File: src/rtl/peripheral_ahb4_arb_pkg.sv
// Shared types for the two-master AHB-Lite SPRAM arbiter: transfer encodings,
// data-phase owner states and the captured address-phase record.
package peripheral_ahb4_arb_pkg;

  localparam int AHB_ADDR_W = 64;

  localparam logic [1:0] HTRANS_IDLE   = 2'b00;
  localparam logic [1:0] HTRANS_BUSY   = 2'b01;
  localparam logic [1:0] HTRANS_NONSEQ = 2'b10;
  localparam logic [1:0] HTRANS_SEQ    = 2'b11;

  localparam logic [2:0] HBURST_SINGLE = 3'b000;

  typedef enum logic [1:0] {
    D_NONE = 2'd0,
    D_M0   = 2'd1,
    D_M1   = 2'd2
  } dphase_e;

  typedef struct packed {
    logic [AHB_ADDR_W-1:0] addr;
    logic                  write;
    logic [2:0]            size;
    logic [2:0]            burst;
    logic [3:0]            prot;
    logic [1:0]            trans;
    logic                  lock;
  } ahb_addr_phase_t;

endpackage

File: src/rtl/peripheral_ahb4_spram_arbiter_if.sv
// One AHB-Lite link; the arbiter uses the slave view towards each master and
// the master view towards the SPRAM.
interface peripheral_ahb4_spram_arbiter_if #(
  parameter int PLEN = 64,
  parameter int XLEN = 64
);
  logic            HSEL;
  logic [PLEN-1:0] HADDR;
  logic [XLEN-1:0] HWDATA;
  logic [XLEN-1:0] HRDATA;
  logic            HWRITE;
  logic [2:0]      HSIZE;
  logic [2:0]      HBURST;
  logic [3:0]      HPROT;
  logic [1:0]      HTRANS;
  logic            HMASTLOCK;
  logic            HREADY;
  logic            HREADYOUT;
  logic            HRESP;

  modport master (
    output HSEL, HADDR, HWDATA, HWRITE, HSIZE, HBURST, HPROT, HTRANS, HMASTLOCK, HREADY,
    input  HRDATA, HREADYOUT, HRESP
  );

  modport slave (
    input  HSEL, HADDR, HWDATA, HWRITE, HSIZE, HBURST, HPROT, HTRANS, HMASTLOCK, HREADY,
    output HRDATA, HREADYOUT, HRESP
  );
endinterface

File: src/rtl/peripheral_ahb4_arb_hold.sv
// Per-master address-phase hold: captures a request that lost arbitration and
// presents it (or the live phase when nothing is held) to the grant logic.
module peripheral_ahb4_arb_hold
  import peripheral_ahb4_arb_pkg::*;
(
  input  logic            clk_i,
  input  logic            rst_ni,
  input  ahb_addr_phase_t live_i,
  input  logic            live_req_i,
  input  logic            issue_i,
  output logic            pend_o,
  output logic            req_o,
  output ahb_addr_phase_t phase_o
);

  logic            pend_q, pend_d;
  ahb_addr_phase_t held_q, held_d;

  always_comb begin
    pend_d = pend_q;
    held_d = held_q;
    if (issue_i) begin
      pend_d = 1'b0;
    end else if (live_req_i && !pend_q) begin
      pend_d = 1'b1;
      held_d = live_i;
    end
  end

  always_ff @(posedge clk_i or negedge rst_ni) begin
    if (!rst_ni) begin
      pend_q <= 1'b0;
      held_q <= '0;
    end else begin
      pend_q <= pend_d;
      held_q <= held_d;
    end
  end

  assign pend_o  = pend_q;
  assign req_o   = live_req_i | pend_q;
  assign phase_o = pend_q ? held_q : live_i;

endmodule

File: src/rtl/peripheral_ahb4_spram_arbiter.sv
// Round-robin two-master AHB-Lite arbiter in front of a single-port SPRAM;
// losers are held and replayed, locked/SEQ bursts keep the grant.
module peripheral_ahb4_spram_arbiter
  import peripheral_ahb4_arb_pkg::*;
#(
  parameter int PLEN = 64,
  parameter int XLEN = 64
) (
  input logic HCLK,
  input logic HRESETn,
  peripheral_ahb4_spram_arbiter_if.slave  m0,
  peripheral_ahb4_spram_arbiter_if.slave  m1,
  peripheral_ahb4_spram_arbiter_if.master s
);

  ahb_addr_phase_t live_ph [2];
  ahb_addr_phase_t sel_ph  [2];
  ahb_addr_phase_t out_ph;
  ahb_addr_phase_t out_q;
  logic [1:0]      live_sel, live_req, req, pend, issue_m;
  logic            last_q, lock_q;
  dphase_e         dph_q;
  logic            own_seq, hold_own, gnt, issue, fwd, drive;

  always_comb begin
    live_ph[0] = '{addr: AHB_ADDR_W'(m0.HADDR), write: m0.HWRITE, size: m0.HSIZE,
                   burst: m0.HBURST, prot: m0.HPROT, trans: m0.HTRANS, lock: m0.HMASTLOCK};
    live_ph[1] = '{addr: AHB_ADDR_W'(m1.HADDR), write: m1.HWRITE, size: m1.HSIZE,
                   burst: m1.HBURST, prot: m1.HPROT, trans: m1.HTRANS, lock: m1.HMASTLOCK};
  end

  assign live_sel = {m1.HSEL & m1.HREADY, m0.HSEL & m0.HREADY};
  assign live_req = live_sel & {m1.HTRANS[1], m0.HTRANS[1]};

  for (genvar gi = 0; gi < 2; gi++) begin : g_hold
    peripheral_ahb4_arb_hold u_hold (
      .clk_i      (HCLK),
      .rst_ni     (HRESETn),
      .live_i     (live_ph[gi]),
      .live_req_i (live_req[gi]),
      .issue_i    (issue_m[gi]),
      .pend_o     (pend[gi]),
      .req_o      (req[gi]),
      .phase_o    (sel_ph[gi])
    );
  end

  // The last issuer keeps the bus through SEQ/BUSY beats and while it keeps
  // HMASTLOCK asserted after a locked transfer; otherwise alternate.
  always_comb begin
    own_seq  = live_sel[last_q] &
               ((live_ph[last_q].trans == HTRANS_SEQ) || (live_ph[last_q].trans == HTRANS_BUSY));
    hold_own = (lock_q & live_ph[last_q].lock) | own_seq;
    if (hold_own)            gnt = last_q;
    else if (req[0] & req[1]) gnt = ~last_q;
    else                     gnt = req[1];
    issue   = HRESETn & s.HREADYOUT & req[gnt];
    fwd     = HRESETn & s.HREADYOUT & hold_own & ~req[gnt] & live_sel[gnt];
    drive   = issue | fwd;
    issue_m = issue ? (gnt ? 2'b10 : 2'b01) : 2'b00;
  end

  assign out_ph = drive ? sel_ph[gnt] : out_q;

  always_ff @(posedge HCLK or negedge HRESETn) begin
    if (!HRESETn) begin
      last_q <= 1'b1;
      lock_q <= 1'b0;
      dph_q  <= D_NONE;
      out_q  <= '0;
    end else begin
      out_q <= out_ph;
      if (issue) begin
        last_q <= gnt;
        lock_q <= sel_ph[gnt].lock;
      end
      if (s.HREADYOUT) dph_q <= issue ? (gnt ? D_M1 : D_M0) : D_NONE;
    end
  end

  assign s.HSEL      = drive;
  assign s.HTRANS    = drive ? out_ph.trans : HTRANS_IDLE;
  assign s.HADDR     = PLEN'(out_ph.addr);
  assign s.HWRITE    = out_ph.write;
  assign s.HSIZE     = out_ph.size;
  assign s.HBURST    = out_ph.burst;
  assign s.HPROT     = out_ph.prot;
  assign s.HMASTLOCK = out_ph.lock;
  assign s.HREADY    = s.HREADYOUT;
  assign s.HWDATA    = (dph_q == D_M0) ? m0.HWDATA :
                       (dph_q == D_M1) ? m1.HWDATA : {XLEN{1'b0}};

  assign m0.HRDATA    = s.HRDATA;
  assign m1.HRDATA    = s.HRDATA;
  assign m0.HREADYOUT = (dph_q == D_M0) ? s.HREADYOUT : ~pend[0];
  assign m1.HREADYOUT = (dph_q == D_M1) ? s.HREADYOUT : ~pend[1];
  assign m0.HRESP     = (dph_q == D_M0) & s.HRESP;
  assign m1.HRESP     = (dph_q == D_M1) & s.HRESP;

endmodule

File: src/flat_wrapper.sv
// flat-port wrapper written by rule: the top's interface ports become plain ports
module peripheral_ahb4_spram_arbiter_flat import peripheral_ahb4_arb_pkg::*;
#(
  parameter int PLEN = 64,
  parameter int XLEN = 64
)
  (HCLK, HRESETn, m0_HSEL, m0_HADDR, m0_HWDATA, m0_HWRITE, m0_HSIZE, m0_HBURST, m0_HPROT, m0_HTRANS, m0_HMASTLOCK, m0_HREADY, m0_HRDATA, m0_HREADYOUT, m0_HRESP, m1_HSEL, m1_HADDR, m1_HWDATA, m1_HWRITE, m1_HSIZE, m1_HBURST, m1_HPROT, m1_HTRANS, m1_HMASTLOCK, m1_HREADY, m1_HRDATA, m1_HREADYOUT, m1_HRESP, s_HSEL, s_HADDR, s_HWDATA, s_HWRITE, s_HSIZE, s_HBURST, s_HPROT, s_HTRANS, s_HMASTLOCK, s_HREADY, s_HRDATA, s_HREADYOUT, s_HRESP);
  peripheral_ahb4_spram_arbiter_if #(.PLEN(PLEN), .XLEN(XLEN)) m0_i ();
  peripheral_ahb4_spram_arbiter_if #(.PLEN(PLEN), .XLEN(XLEN)) m1_i ();
  peripheral_ahb4_spram_arbiter_if #(.PLEN(PLEN), .XLEN(XLEN)) s_i ();
  input logic HCLK;
  input logic HRESETn;
  input wire logic [$bits(m0_i.HSEL)-1:0] m0_HSEL;
  input wire logic [$bits(m0_i.HADDR)-1:0] m0_HADDR;
  input wire logic [$bits(m0_i.HWDATA)-1:0] m0_HWDATA;
  input wire logic [$bits(m0_i.HWRITE)-1:0] m0_HWRITE;
  input wire logic [$bits(m0_i.HSIZE)-1:0] m0_HSIZE;
  input wire logic [$bits(m0_i.HBURST)-1:0] m0_HBURST;
  input wire logic [$bits(m0_i.HPROT)-1:0] m0_HPROT;
  input wire logic [$bits(m0_i.HTRANS)-1:0] m0_HTRANS;
  input wire logic [$bits(m0_i.HMASTLOCK)-1:0] m0_HMASTLOCK;
  input wire logic [$bits(m0_i.HREADY)-1:0] m0_HREADY;
  output wire logic [$bits(m0_i.HRDATA)-1:0] m0_HRDATA;
  output wire logic [$bits(m0_i.HREADYOUT)-1:0] m0_HREADYOUT;
  output wire logic [$bits(m0_i.HRESP)-1:0] m0_HRESP;
  input wire logic [$bits(m1_i.HSEL)-1:0] m1_HSEL;
  input wire logic [$bits(m1_i.HADDR)-1:0] m1_HADDR;
  input wire logic [$bits(m1_i.HWDATA)-1:0] m1_HWDATA;
  input wire logic [$bits(m1_i.HWRITE)-1:0] m1_HWRITE;
  input wire logic [$bits(m1_i.HSIZE)-1:0] m1_HSIZE;
  input wire logic [$bits(m1_i.HBURST)-1:0] m1_HBURST;
  input wire logic [$bits(m1_i.HPROT)-1:0] m1_HPROT;
  input wire logic [$bits(m1_i.HTRANS)-1:0] m1_HTRANS;
  input wire logic [$bits(m1_i.HMASTLOCK)-1:0] m1_HMASTLOCK;
  input wire logic [$bits(m1_i.HREADY)-1:0] m1_HREADY;
  output wire logic [$bits(m1_i.HRDATA)-1:0] m1_HRDATA;
  output wire logic [$bits(m1_i.HREADYOUT)-1:0] m1_HREADYOUT;
  output wire logic [$bits(m1_i.HRESP)-1:0] m1_HRESP;
  output wire logic [$bits(s_i.HSEL)-1:0] s_HSEL;
  output wire logic [$bits(s_i.HADDR)-1:0] s_HADDR;
  output wire logic [$bits(s_i.HWDATA)-1:0] s_HWDATA;
  output wire logic [$bits(s_i.HWRITE)-1:0] s_HWRITE;
  output wire logic [$bits(s_i.HSIZE)-1:0] s_HSIZE;
  output wire logic [$bits(s_i.HBURST)-1:0] s_HBURST;
  output wire logic [$bits(s_i.HPROT)-1:0] s_HPROT;
  output wire logic [$bits(s_i.HTRANS)-1:0] s_HTRANS;
  output wire logic [$bits(s_i.HMASTLOCK)-1:0] s_HMASTLOCK;
  output wire logic [$bits(s_i.HREADY)-1:0] s_HREADY;
  input wire logic [$bits(s_i.HRDATA)-1:0] s_HRDATA;
  input wire logic [$bits(s_i.HREADYOUT)-1:0] s_HREADYOUT;
  input wire logic [$bits(s_i.HRESP)-1:0] s_HRESP;
  assign m0_i.HSEL = m0_HSEL;
  assign m0_i.HADDR = m0_HADDR;
  assign m0_i.HWDATA = m0_HWDATA;
  assign m0_i.HWRITE = m0_HWRITE;
  assign m0_i.HSIZE = m0_HSIZE;
  assign m0_i.HBURST = m0_HBURST;
  assign m0_i.HPROT = m0_HPROT;
  assign m0_i.HTRANS = m0_HTRANS;
  assign m0_i.HMASTLOCK = m0_HMASTLOCK;
  assign m0_i.HREADY = m0_HREADY;
  assign m0_HRDATA = m0_i.HRDATA;
  assign m0_HREADYOUT = m0_i.HREADYOUT;
  assign m0_HRESP = m0_i.HRESP;
  assign m1_i.HSEL = m1_HSEL;
  assign m1_i.HADDR = m1_HADDR;
  assign m1_i.HWDATA = m1_HWDATA;
  assign m1_i.HWRITE = m1_HWRITE;
  assign m1_i.HSIZE = m1_HSIZE;
  assign m1_i.HBURST = m1_HBURST;
  assign m1_i.HPROT = m1_HPROT;
  assign m1_i.HTRANS = m1_HTRANS;
  assign m1_i.HMASTLOCK = m1_HMASTLOCK;
  assign m1_i.HREADY = m1_HREADY;
  assign m1_HRDATA = m1_i.HRDATA;
  assign m1_HREADYOUT = m1_i.HREADYOUT;
  assign m1_HRESP = m1_i.HRESP;
  assign s_HSEL = s_i.HSEL;
  assign s_HADDR = s_i.HADDR;
  assign s_HWDATA = s_i.HWDATA;
  assign s_HWRITE = s_i.HWRITE;
  assign s_HSIZE = s_i.HSIZE;
  assign s_HBURST = s_i.HBURST;
  assign s_HPROT = s_i.HPROT;
  assign s_HTRANS = s_i.HTRANS;
  assign s_HMASTLOCK = s_i.HMASTLOCK;
  assign s_HREADY = s_i.HREADY;
  assign s_i.HRDATA = s_HRDATA;
  assign s_i.HREADYOUT = s_HREADYOUT;
  assign s_i.HRESP = s_HRESP;
  peripheral_ahb4_spram_arbiter #(.PLEN(PLEN), .XLEN(XLEN)) u_core (.HCLK(HCLK), .HRESETn(HRESETn), .m0(m0_i), .m1(m1_i), .s(s_i));
endmodule
File: config.mk
export PLATFORM = sky130hd
export DESIGN_NAME = peripheral_ahb4_spram_arbiter_flat
export DESIGN_NICKNAME = d
export VERILOG_FILES = /design/src/rtl/peripheral_ahb4_arb_pkg.sv /design/src/rtl/peripheral_ahb4_spram_arbiter_if.sv /design/src/rtl/peripheral_ahb4_arb_hold.sv /design/src/rtl/peripheral_ahb4_spram_arbiter.sv /design/src/flat_wrapper.sv
export SDC_FILE = /design/constraint.sdc
export NUM_CORES = 1
export LEC_CHECK = 0
export ABC_AREA = 1
export CORE_AREA = 5 5 245 247
export DETAILED_ROUTE_END_ITERATION = 10
export DIE_AREA = 0 0 250 252
export HOLD_SLACK_MARGIN = 0.05
export SETUP_SLACK_MARGIN = 0.02
export SYNTH_ARGS = -nofsm -noshare
export SYNTH_HDL_FRONTEND = slang
export SYNTH_HIERARCHICAL = 1
export SYNTH_SLANG_ARGS = --single-unit
File: constraint.sdc
create_clock -name HCLK -period 9.2 [get_ports HCLK]
set_input_delay 2.76 -clock HCLK [delete_from_list [all_inputs] [get_ports HCLK]]
set_output_delay 2.76 -clock HCLK [all_outputs]
set_load 0.005 [all_outputs]
; ---- After elaboration in Yosys (flattened, before gate mapping)
; Index checks and enable logic that the tools add are counted.
[word_totals]
register_bits = 240
out_inout_bits = 276
word_cells = 96
[classes]
n_lt_le_gt_ge = 4
eq_ne = 4
mux = 28
bitwise = 25
n_reduce_logical = 9
[op_table]
columns = cell, n
row1 = $mux W78, 6
row2 = $mux W64, 2
row3 = $mux W1, 14
row4 = $and A1 B1 Y1, 12
row5 = $mux W3, 3
row6 = $mux W2, 3
row7 = $not A1 Y1, 6
row8 = $eq A2 B1 Y1 const B, 2
row9 = $eq A2 B2 Y1 const B, 2
row10 = $ge A2 B2 Y1 const B, 2
row11 = $lt A1 B2 Y1 const B, 2
row12 = $not A1 Y2, 2
row13 = $or A1 B1 Y1, 4
row14 = $reduce_and A2 Y1, 2
row15 = $reduce_bool A2 Y1, 2
row16 = $and A2 B2 Y2, 1
row17 = $logic_and A1 B1 Y1, 2
row18 = $logic_not A1 Y1, 2
row19 = $logic_or A1 B1 Y1, 1

; ---- Depth between registers and ports, before layout
; Gate-level depths: netlist of the first run.
[depth]
ltp_word = 17
mapped_depth = 21
depth_no_buf = 15

; ---- Modules after synthesis
; The synthesis of the first run kept the hierarchy.
[modules_own_cells]
columns = mod, n_inst, cells_each, area_each_um2, seq_area_each_um2
row1 = peripheral_ahb4_arb_hold, 2, 595, 4077.7, 1976.9
row2 = peripheral_ahb4_spram_arbiter, 1, 1065, 6827.8, 2003.2

; ---- Worst setup path after synthesis of the first run
; Ideal clock, no wire load.
[synth_path]
path_kind = input to output
from = input port m1_HSEL
to = output port s_HADDR[57]
arrival_ps = 4430
setup_slack_ps = 2010
path_stages = 18
cell_sequence = nand2_1 > nor2_1 > buf_2 > buf_2 > inv_1 > nand2_1 > inv_1 > a21oi_1 > nand2_1 > nand2_2 > inv_2 > buf_4 > buf_6 > nand2_1 > nand2_1 > nand2_1 > nand2_1 > buf_4
[synth_rtl]
columns = element, line_no
row1 = from (decl), flat_wrapper.sv:26  ; input wire logic [$bits(m1_i.HSEL)-1:0] m1_HSEL;
row2 = to (decl), flat_wrapper.sv:40  ; output wire logic [$bits(s_i.HADDR)-1:0] s_HADDR;

; ---- Worst setup path in the final report of the first run
[layout_path]
from = input port m1_HSEL
to = output port s_HADDR[57]
[layout_via]
elab_chain_cells = 13
[layout_rtl]
columns = element, line_no
row1 = $and A1 B1 Y1 *, peripheral_ahb4_spram_arbiter.sv:32  ; assign live_sel = {m1.HSEL & m1.HREADY, m0.HSEL & m0.HREADY};
row2 = $and A2 B2 Y2 *, peripheral_ahb4_spram_arbiter.sv:33  ; assign live_req = live_sel & {m1.HTRANS[1], m0.HTRANS[1]};
row3 = via u_core.live_req[1], peripheral_ahb4_spram_arbiter.sv:20  ; logic [1:0] live_sel, live_req, req, pend, issue_m;
row4 = $or A1 B1 Y1 *, peripheral_ahb4_arb_hold.sv:41  ; assign req_o = live_req_i | pend_q;
row5 = via u_core.req[1], peripheral_ahb4_spram_arbiter.sv:20
row6 = $and A1 B1 Y1, peripheral_ahb4_spram_arbiter.sv:55  ; else if (req[0] & req[1]) gnt = ~last_q;
row7 = $mux W1, peripheral_ahb4_spram_arbiter.sv:55
row8 = $mux W1, peripheral_ahb4_spram_arbiter.sv:54  ; if (hold_own) gnt = last_q;
row9 = $mux W1 (implied by the code) (2 in series), "peripheral_ahb4_spram_arbiter.sv:57, peripheral_ahb4_spram_arbiter.sv:58"
row10 = $not A1 Y1, peripheral_ahb4_spram_arbiter.sv:58  ; fwd = HRESETn & s.HREADYOUT & hold_own & ~req[gnt] & live_sel[gnt];
row11 = $and A1 B1 Y1 (2 in series), peripheral_ahb4_spram_arbiter.sv:58
row12 = $or A1 B1 Y1, peripheral_ahb4_spram_arbiter.sv:59  ; drive = issue | fwd;
row13 = $mux W78 *, peripheral_ahb4_spram_arbiter.sv:63  ; assign out_ph = drive ? sel_ph[gnt] : out_q;
; The timed path passes the listed nets; every way through them passes the cells marked *. The select of a mux whose other input is x is not followed.

==> summary.txt, run 1 <==
Timing
  – Final setup viols: 0
  – Fmax: 116 MHz
  – Setup TNS: 0 ps
  – Worst Skew: 10.5 ps
  – Max Slew Vio Count: 0
  – Worst Tran Pin Value: 1130 ps
  – RSZ-0062 raised after global routing: no
  – Final hold violation count: 0
  – Final WS setup: 601 ps
  – Minimum clock period after layout: 8600 ps
  – Slew headroom: 24.7%
  – Final worst-path cycle share: 93.5%

Floorplan
  – Die Y: 252 um
  – Io pins: 632
  – Die Wd: 250 um
  – Core Footprint: 0.0574 mm^2
  – Starting density of the core: 26.1%
  – # rows: 88
  – Die area: 0.0630 mm^2

Power
  – Leakage: 10.0 nW
  – Worst vdd rail ir drop: 0.171 mV
  – PwrDens: 339 mW/mm^2

Outcome
  – Status: completed

Finish
  – Nets@finish: 2753
  – Share of post-route cells with drive strength above 1: 4.13%
  – Commonest non-fill, non-tap cells in the layout: 1241 x nand2_1, 438 x clkdlybuf4s50_1, 368 x nand3_1
  – Synth-to-Final Area Change: 29.7%
  – Most common cell after layout, fill and taps aside: nand2_1
  – Final-layout fill cell count: 6191

Clock tree
  – H-tree Lvls: 1
  – Clock Sinks: 238
  – CTS Buf Count: 31
  – Clock Latency Late Sink: 570 ps
  – Post-CTS Resized: 0
  – Root Driver: clkbuf_16
  – Hold buffer count at cts: 0
  – Clock Tree Buf Depth: 3
  – CTS clock-pin slew for the worst setup and hold paths: 50 ps
  – CTS tree: yes
  – Setup Buffers After CTS: 0

Routing
  – Post-DR wirelength/cell: 22.0 um
  – Initial DRC count: 1147
  – Vias post-DR: 14900
  – Routed WL: 70200 um
  – Vias per cell: 4.67
  – Residual DRC: 0
  – ANT nets after route: 0
  – Drt pass-1 iters: 5

Setup path
  – CP Launch Type: primary input
  – Setup slack on the worst flop-to-flop path: 4830 ps
  – Critical Path Sink Type: primary output
  – Setup Crit Path Kind: primary input to primary output
  – Critical Path RT: 6440 ps
  – WP data arrival: 5840 ps
  – Crit path max fanout: 49

Place
  – Port bufs: 439
  – Place WS: 561 ps
  – HPWL after DPL: 50100 um
  – RD Place Congestion: 0.916

Global routing
  – Largest net degree at the start of global routing: 115
  – Total gr overflow: 0
  – Antenna violations before repair: 18
  – Global-route wire length before repair: 101000 um
  – Gr usage total: 21.1%
  – Vias in the first global route: 14000

Logic synthesis
  – Number of synthesized register bits: 238
  – Syn Std Cell Area: 0.0150 mm^2
  – Count of cell types in the netlist: 20
  – Syn avg cell area: 6.64 um^2
  – Post-Syn Nets: 2611
  – Gate Count Post-Synth: 2255
  – Seq/Total Area, Yosys: 39.8%
  – Number of synthesis warnings: 6

Flow run
  – Max Cap Viol: 0

Hold path
  – Hold Crit Class: flip-flop to flip-flop
[cell type report]
| type | instances | area, um^2 | share of cell area [%] |
|---|---|---|---|
| Multi-Input combinational cell | 1639 | 6730 | 34.6 |
| Sequential cell | 238 | 5970 | 30.7 |
| Timing Repair Buffer | 465 | 4640 | 23.9 |
| Tap cell | 765 | 957 | 4.92 |
| Clock buffer | 43 | 891 | 4.58 |
| Clock inverter | 14 | 153 | 0.785 |
| Inverter | 22 | 86.3 | 0.444 |
| Antenna cell | 5 | 12.5 | 0.0644 |
[critical path, cell delays in order]
cell and delay, ps:
clkdlybuf4s50_1 500, nand2_1 150, nor2_4 120, inv_1 60
nand2_1 60, inv_1 40, a21oi_1 150, nand2_1 140
nand3_1 140, nand3_4 310, nand2_4 330, buf_12 250
nand2_1 90, nand2_1 90, clkdlybuf4s50_1 600
[cell families (layout without fill, tap and decap cells)]
family                 after synthesis  count (layout)  share of synthesized area (%)
AO/OA/AOI/OAI                       12              12                          0.409
other                                0               5                              0
AND/OR/NAND/NOR                   1627            1627                           44.1
flip-flops                         238             238                           39.8
buffers and inverters              378             544                           15.7
[through the flow]
| stage | util [%] | hold WS (ps) | area [um^2] | power (W) | cells |
|---|---|---|---|---|---|
| 2_1_floorplan | - | 442 | 15000 | 0.00396 | 2255 |
| 3_3_place_gp | 32.0 | 454 | 18400 | 0.00537 | 3129 |
| 3_5_place_dp | 32.0 | 458 | 18400 | 0.00537 | 3129 |
| 4_1_cts | 33.9 | 472 | 19400 | 0.00667 | 3186 |
| 5_1_grt | 33.9 | 484 | 19400 | 0.00710 | 3186 |
| 6_report | 33.9 | 467 | 19400 | 0.00659 | 3191 |
[synthesized netlist by cell type (all sizes together)]
cell | instances | share of area [%]
nand3 | 371 | 12
buf | 299 | 14
dfrtp | 237 | 40
dfstp | 1 | 0.18
nand4 | 1 | 0.042
o21ai | 6 | 0.20
a21oi | 5 | 0.17
inv | 22 | 0.55
clkbuf | 57 | 1.4
nor2 | 10 | 0.35
o22ai | 1 | 0.042
nand2 | 1245 | 31
[state kept, by name, summed over array words and instances, names as in the netlist]
register / flops
u_core/dph_q: 2
u_core/g_hold.u_hold/pend_o: 2
u_core/out_q: 76
u_core/last_q: 1
u_core/g_hold.u_hold/held_q: 156
u_core/lock_q: 1
[per-layer routing]
layer  vias to the layer above  global-route usage [%]  routed length (um)
met5                         -                       0                 131
met2                       618                    31.9               30100
met1                      7043                    29.3               31100
li1                       7121                       -                   -
met3                        99                    7.98                7410
met4                        20                    3.45                1340
[report_power, final]
part / total, W / leakage, nW / internal [W] / switching (W)
Combinational: 0.00355 / 6.50 / 0.00134 / 0.00220
Clock: 0.00125 / 0.512 / 0.000754 / 0.000496
Sequential: 0.00179 / 3.01 / 0.00153 / 0.000264
[path summary, 6_finish.rpt]
check | endpoint | depth (start not counted) | start
setup / recovery | s_HADDR[57] | 15 | m1_HSEL
hold / removal | u_core/g_hold[0].u_hold/held_q[7]$_DFFE_PN0P_ | 2 | u_core/g_hold[0].u_hold/held_q[7]$_DFFE_PN0P_
setup reg to reg | u_core/g_hold[1].u_hold/held_q[57]$_DFFE_PN0P_ | 12 | u_core/g_hold[0].u_hold/pend_o$_DFFE_PN0P_
hold reg to reg | u_core/g_hold[0].u_hold/held_q[7]$_DFFE_PN0P_ | 2 | u_core/g_hold[0].u_hold/held_q[7]$_DFFE_PN0P_
max in group asynchronous | u_core/g_hold[0].u_hold/held_q[44]$_DFFE_PN0P_ | 3 | HRESETn
min in group asynchronous | u_core/g_hold[0].u_hold/held_q[3]$_DFFE_PN0P_ | 1 | HRESETn
No activity file was read; power rests on OpenSTA's default activity.
==> run 2: changes to the inputs <==
- clock period: 9.2 -> 10.3 ns (I/O delays scaled with it)
==> summary.txt, run 2 (same netlist as run 1, synthesis figures left out) <==
Global routing
  – Largest net degree at the start of global routing: 83 (was 115)
  – Global-route wire length before repair: 101000 um (about the same)
  – Total gr overflow: 0 (unchanged)
  – Antenna violations before repair: 17 (was 18)
  – Vias in the first global route: 14200 (was 14000)
  – Gr usage total: 21.1% (about the same)

Setup path
  – Critical Path RT: 7210 ps (was 6440 ps)
  – Crit path max fanout: 82 (was 49)
  – Setup slack on the worst flop-to-flop path: 6570 ps (was 4830 ps)
  – Worst setup startpoint: m0_HTRANS[1] (was m1_HSEL)
  – Setup Crit Path Kind: primary input to primary output (unchanged)
  – Critical Path Sink Type: primary output (unchanged)
  – WP data arrival: 6190 ps (was 5840 ps)
  – CP Launch Type: primary input (unchanged)
  – RR Startpoint: u_core/last_q$_DFFE_PN1N_ (was u_core/g_hold[0].u_hold/pend_o$_DFFE_PN0P_)

Clock tree
  – Clock Sinks: 238 (unchanged)
  – Setup Buffers After CTS: 0 (unchanged)
  – CTS clock-pin slew for the worst setup and hold paths: 60 ps (was 50 ps)
  – Root Driver: clkbuf_16 (unchanged)
  – Clock Tree Buf Depth: 3 (unchanged)
  – CTS Buf Count: 30 (was 31)
  – CTS tree: yes (unchanged)
  – Post-CTS Resized: 0 (unchanged)
  – H-tree Lvls: 1 (unchanged)
  – Clock Latency Late Sink: 580 ps (was 570 ps)
  – Hold buffer count at cts: 0 (unchanged)

Timing
  – Fmax: 108 MHz
  – Final hold violation count: 0 (unchanged)
  – Worst Tran Pin Value: 1160 ps (was 1130 ps)
  – RSZ-0062 raised after global routing: no (unchanged)
  – Setup TNS: 0 ps (unchanged)
  – Slew headroom: 22.7% (was 24.7%)
  – Final setup viols: 0 (unchanged)
  – Minimum clock period after layout: 9280 ps
  – Final worst-path cycle share: 90.1%
  – Max Slew Vio Count: 0 (unchanged)
  – Worst hold slack: 468 ps (was 467 ps)
  – Worst Skew: 22.5 ps (was 10.5 ps)

Place
  – Port bufs: 439 (unchanged)
  – HPWL after DPL: 48600 um (was 50100 um)
  – RD Place Congestion: 0.959 (was 0.916)

Finish
  – Final-layout fill cell count: 6198 (was 6191)
  – Top reg by flops: u_core/g_hold.u_hold/held_q (unchanged)
  – Top flop regs: u_core/g_hold.u_hold/held_q x156, u_core/out_q x76 (unchanged)
  – Post-route core utilization: 33.7% (was 33.9%)
  – Nets@finish: 2749 (was 2753)
  – Max reg flops: 156 (unchanged)
  – Commonest non-fill, non-tap cells in the layout: 1241 x nand2_1, 438 x clkdlybuf4s50_1, 368 x nand3_1 (unchanged)
  – Share of post-route cells with drive strength above 1: 3.89% (was 4.13%)
  – Most common cell after layout, fill and taps aside: nand2_1 (unchanged)
  – Synth-to-Final Area Change: 28.9% (was 29.7%)

Routing
  – Routed WL: 69700 um (was 70200 um)
  – Initial DRC count: 1053 (was 1147)
  – Vias per cell: 4.68 (was 4.67)
  – ANT nets after route: 0 (unchanged)
  – Vias post-DR: 14900 (about the same)
  – Drt pass-1 iters: 7 (was 5)
  – Residual DRC: 0 (unchanged)
  – Post-DR wirelength/cell: 21.9 um (was 22.0 um)

Floorplan
  – Die Y: 252 um (unchanged)
  – Core Footprint: 0.0574 mm^2 (unchanged)
  – Starting density of the core: 26.1% (unchanged)
  – # rows: 88 (unchanged)
  – Die Wd: 250 um (unchanged)
  – Die area: 0.0630 mm^2 (unchanged)
  – Io pins: 632 (unchanged)

Power
  – Clk pwr share: 18.2% (was 19.0%)
  – P_sw: 0.00262 W (was 0.00296 W)
  – PwrDens: 300 mW/mm^2 (was 339 mW/mm^2)
  – Net Sw Frac: 45.2% (was 45.0%)
  – Comb power frac: 55.0% (was 53.8%)
  – P_int: 0.00317 W (was 0.00362 W)
  – Sequential share of power: 26.8% (was 27.2%)
  – Leakage: 9.96 nW (was 10.0 nW)
  – Worst vdd rail ir drop: 0.171 mV (about the same)

Outcome
  – Status: completed (unchanged)

Hold path
  – Hold Crit Class: flip-flop to flip-flop (unchanged)
  – Hold_sp: u_core/g_hold[1].u_hold/held_q[10]$_DFFE_PN0P_ (was u_core/g_hold[0].u_hold/held_q[7]$_DFFE_PN0P_)

Flow run
  – Max Cap Viol: 0 (unchanged)
run 2: area by class of cell:
type                    count  area [um^2]  area share [%]
well taps                 765          957            4.96
clock buffers              39          825            4.27
diodes                      6         15.0          0.0778
multi-input cells        1639         6730            34.8
flip-flops and latches    238         5970            30.9
inverters                  22         86.3           0.447
repair buffers            462         4600            23.8
clock inverters            15          139           0.719
run 2: per-stage QoR:
| step | instance area (um^2) | cells | worst slack, ps | power [W] |
|---|---|---|---|---|
| after floorplan | 15000 | 2255 | 2450 | 0.00353 |
| after global placement | 18300 | 3126 | 1100 | 0.00476 |
| after detailed placement | 18300 | 3126 | 1070 | 0.00477 |
| after CTS | 19300 | 3180 | 1060 | 0.00586 |
| after global routing | 19300 | 3181 | 814 | 0.00626 |
| final | 19300 | 3186 | 1020 | 0.00579 |
run 2: critical path, cell delays in order:
cell,delay [ps]
clkdlybuf4s50_1,510
inv_1,80
nor2_4,100
inv_1,50
nand2_1,100
a21oi_1,90
nand2_1,160
nand3_1,140
nand3_4,100
buf_4,820
nand3_1,190
nand2_1,150
clkdlybuf4s50_1,510
run 2: power by group through the flow:
stage,clock network (W),registers [W],logic (W)
floorplan,0,0.00152,0.00202
global placement,0,0.00155,0.00320
detailed placement,0,0.00156,0.00321
CTS,0.00109,0.00155,0.00322
global route,0.00112,0.00159,0.00354
finish,0.00105,0.00155,0.00318
run 2: worst paths after layout:
kind                                                                        to  depth (start not counted)
worst max register to register  u_core/g_hold[1].u_hold/held_q[19]$_DFFE_PN0P_                         12
worst min register to register  u_core/g_hold[1].u_hold/held_q[10]$_DFFE_PN0P_                          2
worst max-delay path                                               s_HADDR[21]                         13
max in group asynchronous       u_core/g_hold[0].u_hold/held_q[47]$_DFFE_PN0P_                          3
worst min-delay path            u_core/g_hold[1].u_hold/held_q[10]$_DFFE_PN0P_                          2
min in group asynchronous       u_core/g_hold[1].u_hold/held_q[26]$_DFFE_PN0P_                          1
run 2: routing by layer:
metal,share of wire [%],vias up,global-route usage [%]
li1,-,7124,-
met1,44,7036,29.6
met2,43,635,31.4
met3,10,102,7.74
met4,2.3,14,4.18
met5,0.13,-,0
==> run 3: changes to the inputs <==
- ABC_CLOCK_PERIOD_IN_PS: unset -> 10300
- PLACE_DENSITY_LB_ADDON: unset -> 0.1
==> summary.txt, run 3 (same netlist as run 1, synthesis figures left out) <==
Finish
  – Max reg flops: 156 (unchanged)
  – Final Non-Filler Cells: 3194 (was 3186)
  – Nets@finish: 2751 (was 2749)
  – Top flop regs: u_core/g_hold.u_hold/held_q x156, u_core/out_q x76 (unchanged)
  – Synth-to-Final Area Change: 29.6% (was 28.9%)
  – Post-route core utilization: 33.8% (was 33.7%)
  – Final-layout fill cell count: 6163 (was 6198)
  – Top reg by flops: u_core/g_hold.u_hold/held_q (unchanged)
  – Share of post-route cells with drive strength above 1: 4.05% (was 3.89%)
  – Most common cell after layout, fill and taps aside: nand2_1 (unchanged)
  – Commonest non-fill, non-tap cells in the layout: 1241 x nand2_1, 436 x clkdlybuf4s50_1, 368 x nand3_1 (was 1241 x nand2_1, 438 x clkdlybuf4s50_1, 368 x nand3_1)

Global routing
  – Antenna violations before repair: 13 (was 17)
  – Largest net degree at the start of global routing: 122 (was 83)
  – Vias in the first global route: 14500 (was 14200)
  – Total gr overflow: 0 (unchanged)
  – Global-route wire length before repair: 101000 um (about the same)
  – Gr usage total: 20.7% (was 21.1%)

Routing
  – Vias post-DR: 14700 (was 14900)
  – Post-DR wirelength/cell: 21.3 um (was 21.9 um)
  – Residual DRC: 0 (unchanged)
  – Vias per cell: 4.61 (was 4.68)
  – Drt pass-1 iters: 5 (was 7)
  – ANT nets after route: 0 (unchanged)
  – Initial DRC count: 1252 (was 1053)
  – Routed WL: 68200 um (was 69700 um)

Setup path
  – Buf+Inv Stages, Crit Path: 6 (was 5)
  – Setup Crit Path Kind: primary input to primary output (unchanged)
  – RR Startpoint: u_core/g_hold[1].u_hold/pend_o$_DFFE_PN0P_ (was u_core/last_q$_DFFE_PN1N_)
  – Most used cell along the critical path: nand2_1 (unchanged)
  – WP data arrival: 6300 ps (was 6190 ps)
  – Slowest CP cell: buf_4 (unchanged)
  – Crit-path max cell delay: 710 ps (was 820 ps)
  – FF-to-FF End: u_core/g_hold[1].u_hold/held_q[46]$_DFFE_PN0P_ (was u_core/g_hold[1].u_hold/held_q[19]$_DFFE_PN0P_)
  – Critical Path Sink Type: primary output (unchanged)
  – Crit-path leading delay family: buffers and inverters (unchanged)
  – CP Launch Type: primary input (unchanged)
  – Crit path max fanout: 76 (was 82)
  – Setup slack on the worst flop-to-flop path: 5590 ps (was 6570 ps)
  – Critical Path RT: 7210 ps (about the same)
  – Worst path cell trace: clkdlybuf4s50_1 > nand2_1 > nor2_4 > inv_1 > nand2_1 > inv_1 > a21oi_1 > inv_1 > nand2_1 > nand3_1 > nand3_4 > buf_4 > nand3_1 > nand2_1 > clkdlybuf4s50_1 (was clkdlybuf4s50_1 > inv_1 > nor2_4 > inv_1 > nand2_1 > a21oi_1 > nand2_1 > nand3_1 > nand3_4 > buf_4 > nand3_1 > nand2_1 > clkdlybuf4s50_1)
  – R2R cell count: 15 (was 12)

Clock tree
  – Clock Tree Buf Depth: 3 (unchanged)
  – H-tree Lvls: 1 (unchanged)
  – Setup Buffers After CTS: 0 (unchanged)
  – CTS clock-pin slew for the worst setup and hold paths: 60 ps (about the same)
  – CTS Buf Count: 31 (was 30)
  – CTS tree: yes (unchanged)
  – Root Driver: clkbuf_16 (unchanged)
  – Post-CTS Resized: 0 (unchanged)
  – Clock Latency Late Sink: 580 ps (about the same)
  – Clock Sinks: 238 (unchanged)
  – Hold buffer count at cts: 0 (unchanged)

Hold path
  – Hold Crit Class: flip-flop to flip-flop (unchanged)
  – Hold EP: u_core/g_hold[1].u_hold/held_q[54]$_DFFE_PN0P_ (was u_core/g_hold[1].u_hold/held_q[10]$_DFFE_PN0P_)
  – WHS Path Cells: 2 (unchanged)
  – Hold_sp: u_core/g_hold[1].u_hold/held_q[54]$_DFFE_PN0P_ (was u_core/g_hold[1].u_hold/held_q[10]$_DFFE_PN0P_)

Power
  – Worst vdd rail ir drop: 0.144 mV (was 0.171 mV)
  – Pwr Total: 0.00577 W (was 0.00579 W)
  – PwrDens: 297 mW/mm^2 (was 300 mW/mm^2)
  – Leakage: 10.0 nW (was 9.96 nW)

Timing
  – Slew headroom: 25.3% (was 22.7%)
  – Max Slew Vio Count: 0 (unchanged)
  – RSZ-0062 raised after global routing: no (unchanged)
  – Worst hold slack: 469 ps (was 468 ps)
  – Setup TNS: 0 ps (unchanged)
  – Final hold violation count: 0 (unchanged)
  – Worst Skew: 28.0 ps (was 22.5 ps)
  – Final worst-path cycle share: 91.1% (was 90.1%)
  – Final setup viols: 0 (unchanged)
  – Minimum clock period after layout: 9390 ps (was 9280 ps)
  – Fmax: 107 MHz (was 108 MHz)
  – Worst Tran Pin Value: 1120 ps (was 1160 ps)

Place
  – RD Place Congestion: 0.935 (was 0.959)
  – Cells after DPL: 3127 (was 3126)
  – Port bufs: 439 (unchanged)
  – HPWL after DPL: 47000 um (was 48600 um)

Floorplan
  – Core Footprint: 0.0574 mm^2 (unchanged)
  – Die Y: 252 um (unchanged)
  – Die area: 0.0630 mm^2 (unchanged)
  – # rows: 88 (unchanged)
  – Die Wd: 250 um (unchanged)
  – Starting density of the core: 26.1% (unchanged)
  – Io pins: 632 (unchanged)

Outcome
  – Status: completed (unchanged)

Flow run
  – Max Cap Viol: 0 (unchanged)
-- run 3: cell count changes in the layout (fill, tap and decap cells not counted), sizes merged --
cell / previous run / this run
buf: 24 / 27
clkinvlp: 1 / 0
clkdlybuf4s50: 438 / 436
inv: 19 / 20
clkinv: 15 / 11
bufinv: 2 / 4
diode: 6 / 9
clkbuf: 39 / 45
-- run 3: worst max path at each step --
stage,start,endpoint,slack (ps),cells past startpoint
4_1_cts,m1_HTRANS[0],s_HBURST[2],870,13
3_3_place_gp,m1_HTRANS[0],s_HBURST[2],900,13
3_5_place_dp,m1_HTRANS[0],s_HBURST[2],870,13
6_report,m1_HREADY,s_HADDR[16],910,15
5_1_grt,m1_HREADY,s_HADDR[14],570,15
2_1_floorplan,m1_HSEL,s_HADDR[57],2450,18
-- run 3: per-layer routing --
metal | vias to the layer above | part of all wire (%) | GRT usage, %
met2 | 502 | 45 | 32.7
met1 | 7026 | 46 | 29.6
met5 | - | 0.060 | 0
met4 | 6 | 1.4 | 3.18
li1 | 7122 | - | -
met3 | 66 | 7.2 | 5.08
-- run 3: layout make-up --
cell class	count	area, um^2	area share (%)
Timing Repair Buffer	463	4600	23.7
Multi-Input combinational cell	1639	6730	34.6
Inverter	22	86.3	0.445
Tap cell	765	957	4.93
Clock inverter	13	169	0.870
Sequential cell	238	5970	30.7
Clock buffer	45	888	4.58
Antenna cell	9	22.5	0.116
-- run 3: worst register-to-register path, cell delays in order, from the launching register on --
cell and delay, ps:
dfrtp_4 850, clkinv_2 140, buf_4 770, nand2_1 130
inv_1 120, a21oi_1 60, nand2_1 160, nand3_1 140
nand3_4 110, buf_4 480, nor2_1 190, nor2_4 150
buf_4 470, buf_4 610, nand3_1 150, nand2_1 100
-- run 3: where the power goes --
group	total (W)	internal, W	switching [W]
Clock	0.00113	0.000694	0.000438
Sequential	0.00166	0.00136	0.000302
Combinational	0.00297	0.00119	0.00179
Total	0.00577	0.00324	0.00253
-- run 3: metrics by stage --
stage	cell area (um^2)	setup WS [ps]
3_3_place_gp	18300	897
2_1_floorplan	15000	2450
6_report	19400	914
3_5_place_dp	18300	875
4_1_cts	19400	871
5_1_grt	19400	575
